$ cat config.mk
export PLATFORM = sky130hd
export DESIGN_NAME = shared_bus_arbiter
export DESIGN_NICKNAME = d
export VERILOG_FILES = /design/src/rtl/shared_bus_arbiter_pkg.sv /design/src/rtl/shared_bus_arbiter_rr_picker.sv /design/src/rtl/shared_bus_arbiter.sv
export SDC_FILE = /design/constraint.sdc
export NUM_CORES = 1
export LEC_CHECK = 0
export CAP_MARGIN = 25
export CORE_MARGIN = 5
export CORE_UTILIZATION = 30
export CTS_CLUSTER_SIZE = 14
export DETAILED_ROUTE_END_ITERATION = 10
export DONT_BUFFER_PORTS = 1
export PLACE_DENSITY = 0.49
export RECOVER_POWER = 50
export SLEW_MARGIN = 20
export SYNTH_ARGS = -nofsm -noshare
export SYNTH_HDL_FRONTEND = slang
export SYNTH_SLANG_ARGS = --single-unit
$ cat constraint.sdc
create_clock -name clk -period 2.4 [get_ports clk]
set_input_delay 0.48 -clock clk [delete_from_list [all_inputs] [get_ports clk]]
set_output_delay 0.48 -clock clk [all_outputs]
set_load 0.005 [all_outputs]
$ cat src/rtl/shared_bus_arbiter_pkg.sv
// Shared definitions for the round-robin bus arbiter: FSM encodings and
// width derivation helpers used by the top and the picker.
package shared_bus_arbiter_pkg;

    localparam logic [1:0] ST_IDLE    = 2'd0;
    localparam logic [1:0] ST_GRANT   = 2'd1;
    localparam logic [1:0] ST_HANDOFF = 2'd2;

    function automatic int id_width(input int num_req);
        return (num_req > 1) ? $clog2(num_req) : 1;
    endfunction

    function automatic int cnt_width(input int max_hold);
        return (max_hold > 1) ? $clog2(max_hold) : 1;
    endfunction

endpackage

$ cat src/rtl/shared_bus_arbiter_rr_picker.sv
// Combinational round-robin select: first eligible index above last_owner,
// wrapping around, with last_owner itself considered last.
module rr_picker #(
    parameter int NUM_REQ = 4,
    parameter int ID_W    = 2
) (
    input  logic [NUM_REQ-1:0] eligible,
    input  logic [ID_W-1:0]    last_owner,
    output logic               any,
    output logic [ID_W-1:0]    pick_id
);

    int              idx;
    logic [ID_W-1:0] idx_w;

    // Walk the search order backwards so the closest candidate is written last.
    always_comb begin
        any     = 1'b0;
        pick_id = '0;
        idx     = 0;
        idx_w   = '0;
        for (int i = NUM_REQ; i >= 1; i--) begin
            idx   = (int'(last_owner) + i) % NUM_REQ;
            idx_w = ID_W'(idx);
            if (eligible[idx_w]) begin
                any     = 1'b1;
                pick_id = idx_w;
            end
        end
    end

endmodule

$ cat src/rtl/shared_bus_arbiter.sv
// N-way round-robin bus arbiter with a one-cycle turnaround between owners
// and a hold-time watchdog that penalises an owner until it drops its request.
module shared_bus_arbiter
    import shared_bus_arbiter_pkg::*;
#(
    parameter int NUM_REQ  = 4,
    parameter int MAX_HOLD = 256,
    parameter int ID_W     = id_width(NUM_REQ),
    parameter int CNT_W    = cnt_width(MAX_HOLD)
) (
    input  logic               clk,
    input  logic               rst,
    input  logic [NUM_REQ-1:0] req,
    output logic [NUM_REQ-1:0] grant,
    output logic [ID_W-1:0]    grant_id,
    output logic               busy,
    output logic               timeout_pulse,
    output logic [ID_W-1:0]    timeout_id
);

    localparam logic [CNT_W-1:0]   HOLD_LAST = CNT_W'(MAX_HOLD - 1);
    localparam logic [NUM_REQ-1:0] ONE_HOT0  = NUM_REQ'(1);

    logic [1:0]         state_q, state_d;
    logic [NUM_REQ-1:0] grant_q, grant_d;
    logic [ID_W-1:0]    grant_id_q, grant_id_d;
    logic [ID_W-1:0]    last_owner_q, last_owner_d;
    logic [CNT_W-1:0]   hold_cnt_q, hold_cnt_d;
    logic [NUM_REQ-1:0] penalty_q, penalty_d;
    logic               busy_q, busy_d;
    logic               tpulse_q, tpulse_d;
    logic [ID_W-1:0]    tid_q, tid_d;

    logic [NUM_REQ-1:0] eligible;
    logic               pick_any;
    logic [ID_W-1:0]    pick_id;

    assign eligible = req & ~penalty_q;

    rr_picker #(
        .NUM_REQ (NUM_REQ),
        .ID_W    (ID_W)
    ) u_picker (
        .eligible   (eligible),
        .last_owner (last_owner_q),
        .any        (pick_any),
        .pick_id    (pick_id)
    );

    always_comb begin
        state_d      = state_q;
        grant_d      = grant_q;
        grant_id_d   = grant_id_q;
        last_owner_d = last_owner_q;
        hold_cnt_d   = hold_cnt_q;
        penalty_d    = penalty_q & req;
        busy_d       = busy_q;
        tpulse_d     = 1'b0;
        tid_d        = tid_q;

        case (state_q)
            ST_IDLE, ST_HANDOFF: begin
                if (pick_any) begin
                    state_d      = ST_GRANT;
                    grant_d      = ONE_HOT0 << pick_id;
                    grant_id_d   = pick_id;
                    last_owner_d = pick_id;
                    hold_cnt_d   = '0;
                    busy_d       = 1'b1;
                end else begin
                    state_d    = ST_IDLE;
                    grant_d    = '0;
                    grant_id_d = '0;
                    busy_d     = 1'b0;
                end
            end
            ST_GRANT: begin
                // A voluntary drop wins over the watchdog on the same edge.
                if (!req[grant_id_q] || (hold_cnt_q == HOLD_LAST)) begin
                    state_d    = ST_HANDOFF;
                    grant_d    = '0;
                    grant_id_d = '0;
                    busy_d     = 1'b0;
                    if (req[grant_id_q]) begin
                        tpulse_d  = 1'b1;
                        tid_d     = grant_id_q;
                        penalty_d = (penalty_q & req) | grant_q;
                    end
                end else begin
                    hold_cnt_d = hold_cnt_q + 1'b1;
                end
            end
            default: begin
                state_d    = ST_IDLE;
                grant_d    = '0;
                grant_id_d = '0;
                busy_d     = 1'b0;
            end
        endcase
    end

    always_ff @(posedge clk or negedge rst) begin
        if (!rst) begin
            state_q      <= ST_IDLE;
            grant_q      <= '0;
            grant_id_q   <= '0;
            last_owner_q <= ID_W'(NUM_REQ - 1);
            hold_cnt_q   <= '0;
            penalty_q    <= '0;
            busy_q       <= 1'b0;
            tpulse_q     <= 1'b0;
            tid_q        <= '0;
        end else begin
            state_q      <= state_d;
            grant_q      <= grant_d;
            grant_id_q   <= grant_id_d;
            last_owner_q <= last_owner_d;
            hold_cnt_q   <= hold_cnt_d;
            penalty_q    <= penalty_d;
            busy_q       <= busy_d;
            tpulse_q     <= tpulse_d;
            tid_q        <= tid_d;
        end
    end

    assign grant         = grant_q;
    assign grant_id      = grant_id_q;
    assign busy          = busy_q;
    assign timeout_pulse = tpulse_q;
    assign timeout_id    = tid_q;

endmodule

# == Word-level counts from Yosys, hierarchy flattened ==
# Index checks and enable logic that the tools add are counted.
# op_classes
n_lt_le_gt_ge,5
reduce_logical,8
n_shift,1
n_eq_ne,6
n_addsub,5
muxes,39
bitwise_logic,4
# ops
cell,count
2-to-1 mux 4 bit,5
2-to-1 mux 8 bit,2
case mux 8 bit (2 select lines),1
"less-than comparator 2 x 3 -> 1 bit, second input constant",5
2-to-1 mux 1 bit,15
2-to-1 mux 2 bit,7
binary-select mux 1 bit (select 2 bit),5
"adder 8 x 1 -> 8 bit, second input constant",1
bitwise AND 4 bit,2
"== test 8 bit, second input constant",1
case mux 2 bit (2 select lines),2
case mux 4 bit (2 select lines),1
"inequality test 2 bit, second input constant",3
AND reduction 3 bit,2
"adder 2 x 1 -> 2 bit, second input constant",2
"adder 2 bit, second input constant",2
NOT 4 bit,1
bitwise OR 4 bit,1
"left shift 1 x 2 -> 4 bit, first input constant",1
"== test 2 x 1 -> 1 bit, second input constant",1
"== test 2 bit, second input constant",1
zero test 2 bit,1
case mux 1 bit (2 select lines),1
AND reduction 2 bit,1
other kinds (4),4
# word_totals
input_bits,6
wordCells,77
output_inout_bits,10
ff_bits,26

# == Longest topological paths before layout ==
# logic_depth
word_depth,11
ltp_mapped,5
ltp_nobuf,5

# == By module ==
# A second synthesis with hierarchy kept.
# hier_totals
hier_cells,123
hier_area_um2,1301.2
# modules_own_cells
mod,area_per_inst_um2,cells_each,seq_area_each_um2,instances
shared_bus_arbiter,1209.9,109,653.1,1
rr_picker,91.3,14,0.0,1

# == Worst setup path before layout ==
# Ideal clock, no wire load.
# synth_timing
path_kind,reg-to-reg
from,reg grant_id_q[0] (netlist: grant_id[0])
to,reg tid_q[0] (netlist: timeout_id[0])
stages_incl_launch_ff,5
arrival_ns,1.547
synth_period_minus_slack_ns,1.672
required_time_ns,2.275
setup_ns,0.125
path_slack_ns,0.728
path_buffers,0
cell_sequence,dfrtp_1 mux4_2 nand3b_4 nor3_4 mux2_2
# synth_via
elab_chain_len,5
# synth_rtl
element,line,rtl
from (decl),shared_bus_arbiter.sv:26,"logic [ID_W-1:0] grant_id_q, grant_id_d;"
from (signal assigned),shared_bus_arbiter.sv:116,grant_id_q <= grant_id_d;
binary-select mux 1 bit (select 2 bit),"shared_bus_arbiter.sv:79, shared_bus_arbiter.sv:84",
2-to-1 mux 1 bit (not written as such),"shared_bus_arbiter.sv:79, shared_bus_arbiter.sv:84",
zero test 1 bit,shared_bus_arbiter.sv:79,if (!req[grant_id_q] || (hold_cnt_q == HOLD_LAST)) begin
logical OR 1 bit,shared_bus_arbiter.sv:79,
AND reduction 3 bit (no source line),--,
to (signal assigned),shared_bus_arbiter.sv:122,tid_q <= tid_d;
to (decl),shared_bus_arbiter.sv:32,"logic [ID_W-1:0] tid_q, tid_d;"
# Several ways; a longest one is shown, not always the timed one. The select of a mux whose other input is x is not followed.
# A chain may end at the register's enable or synchronous reset.

# == Worst setup path in the final report ==
# layout_timing
from,reg grant_id_q[0] (netlist: grant_id[0])
to,reg tid_q[1] (netlist: timeout_id[1])
# layout_via
elab_chain_len,5
# layout_rtl
element,line
binary-select mux 1 bit (select 2 bit) *,"shared_bus_arbiter.sv:79, shared_bus_arbiter.sv:84"
2-to-1 mux 1 bit (not written as such) *,"shared_bus_arbiter.sv:79, shared_bus_arbiter.sv:84"
zero test 1 bit,shared_bus_arbiter.sv:79
logical OR 1 bit,shared_bus_arbiter.sv:79
AND reduction 3 bit (no source line) *,--
# Every way passes the cells marked *; elsewhere a longest branch is shown, timed or not. The select of a mux whose other input is x is not followed.

==> flow_summary.toml <==
[outcome]
status = "completed"

[cts]
cts_root_buf = "clkbuf_8"
cts_tree = "done"
clk_pin_slew_ps = 100
cts_buffer_depth = 2
postCtsResizedCells = 0
htree_levels = 1
cts_made_buffers = 3
cts_sinks = 26
post-cts-setup-buffer-count = 0
clock_latency_ps = 270

[synth]
syn-num-nets = 113
synth_sequential_area_ratio = 0.5289
yosysTopAreaCellShare = 0.4863
async_reset_ff_frac = 1.000
syn_inst = 106
syn_area_per_cell_sq_um = 11.65
synth.yosys.warnings = 0
synth_edf_count = 0
ys_dominant_reg_cell = "dfrtp_1"
synthTopCellsByArea = "dfrtp_1 49%, a22o_1 5.7%, mux2i_1 5.7%, dfstp_2 4.3%, nand2_1 3.3%"
ys_seq_elements = 26
synth_top_cell_by_area = "dfrtp_1"
syn_area_sq_mm = 0.001235
ys_types = 35

[global_routing]
first_global_vias = 940
grt_overflow = 0
groute.usage.overall = 0.1111
grt_max_degree = 25
antenna_found_initial = 0
grt_pass1_wl_mm = 4.671

[routing]
vias = 856
drt_iter0_drc = 58
wirelength_mm = 2.668
wl_per_cell_um = 16.57
drc = 0
vias_per_cell = 5.317
antenna_left = 0
drt_first_pass_iters = 4

[cells_and_area]
antenna_cells = 0
regArea_sq_um = 653.1
multi_input_area_sq_um = 559.3
syn2layout_area_growth_pct = 11.45
final_cell_mix = "24 x dfrtp_1, 11 x nand2_1, 8 x a22o_1"
nets = 119
fillers = 405
instances_no_fill = 161
drive_gt1_frac = 0.1261
final_common_cell = "dfrtp_1"

[placement]
dpl.hpwl_mm = 1.993
dp.cells = 156
gp_congestion = 0.8290
portBuffers = 0

[timing]
fmax_mhz = 523.3
finalSetupViolations = 0
slew_violations = 0
final-hold-violation-count = 0
slew_headroom = 0.1536
worst_pin_slew_ps = 1270
min_period_ps = 1911
timing.final.crit_share = 0.7962
setup_tns_ps = 0
skew_ps = 3.837
rsz0062_at_grt = "false"

[floorplan]
die_y_um = 74.16
core_area_sq_mm = 0.004000
die_x_um = 74.16
ios = 16
dieArea_sq_mm = 0.005500
initial_core_util = 0.3087
num_rows = 23

[power_and_ir_drop]
p_total_w = 0.001405
peakVddDrop_uv = 240.5
powerDensity_mw_per_mm2 = 1021
p_leak_nw = 0.5899

[setup_path]
cp_max_fo = 10
cp-end-kind = "flip-flop"
regToRegStartpoint = "grant_id[0]"
setup.worst_path.class = "reg -> reg"
crit_path_start_kind = "flip-flop"
cp-startpoint = "grant_id[0]"
worstPathArrival_ps = 2070
required_ps = 2560

[worst_hold_path]
worstHoldPathType = "in -> async"

[job]
max_cap_viol_count = 0
-- layer usage --
metal	share of wire	global-route usage
met1	0.44	0.1280
met2	0.49	0.2008
met3	0.066	0.03108
met4	0.0049	0.03018
met5	0	0
-- registers in the layout (all words and copies together), names as in the netlist --
register and count:
hold_cnt_q 8, grant 4, penalty_q 4, grant_id 2
last_owner_q 2, state_q 2, timeout_id 2, busy 1
timeout_pulse 1
-- Yosys cell counts (all sizes together), types with 2 or more instances --
cell / number
o211ai: 2
dfstp: 2
nor2: 2
o41ai: 2
o2bb2ai: 2
a22o: 8
o21ai: 5
nand3: 4
mux2: 2
nand2: 11
nor3: 5
dfrtp: 24
inv: 5
mux2i: 7
nor2b: 4
a221oi: 2
nand2b: 3
nand4: 2
-- timing repair --
| item | in CTS | in global routing |
|---|---|---|
| setup endpoints to repair | 0 | 0 |
| hold buffers | 1 | 0 |
| endpoints found under the hold margin | 24 | 0 |
-- worst max-delay path, stage by stage, from the launching register on --
cell	delay (ps)
dfrtp_1	460
mux4_2	400
nand3b_4	150
nor3_4	410
mux2_2	380
-- layout make-up --
class                   count  area share
clock buffers               3     0.03000
flip-flops and latches     26      0.4745
multi-input cells          74      0.4064
clock inverters             1     0.02182
inverters                   5     0.01364
well taps                  50     0.04545
repair buffers              2    0.008182
-- power breakdown --
group	total (W)	leakage [nW]	internal (W)	switching, W
Clock	0.000366	0.0357	0.000223	0.000143
Sequential	0.000666	0.344	0.000548	0.000119
Combinational	0.000372	0.210	0.000156	0.000217
-- stage by stage --
stage	instance area, sq um	util	worst slack [ps]	hold WS [ps]
finish	1376	0.3441	489.1	41.04
global route	1376	0.3441	357.5	22.41
CTS	1383	0.3456	469.1	30.67
detailed placement	1301	0.3253	490.9	185.1
global placement	1301	0.3253	492.7	185.1
floorplan	1235	-	727.9	184.4
-- kinds of logic (layout without fill, tap and decap cells) --
family / count (synthesis) / in the layout / synth area share
compound gates: 27 / 27 / 0.1753
mux: 10 / 10 / 0.09321
simple gates: 36 / 36 / 0.1743
buf+inv: 6 / 11 / 0.01824
flops: 26 / 26 / 0.5289
fa+ha+maj: 1 / 1 / 0.01013
-- worst paths after layout --
path                              endpoint  slack [ps]  depth (start not counted)
min                        last_owner_q[1]          40                          0
max reg2reg                  timeout_id[1]         490                          4
min reg2reg                     state_q[1]         440                          1
max                          timeout_id[1]         490                          4
min in group clk              penalty_q[1]         350                          1
max in group asynchronous    hold_cnt_q[1]        1190                          1
Power figures use the tool's default switching activity.
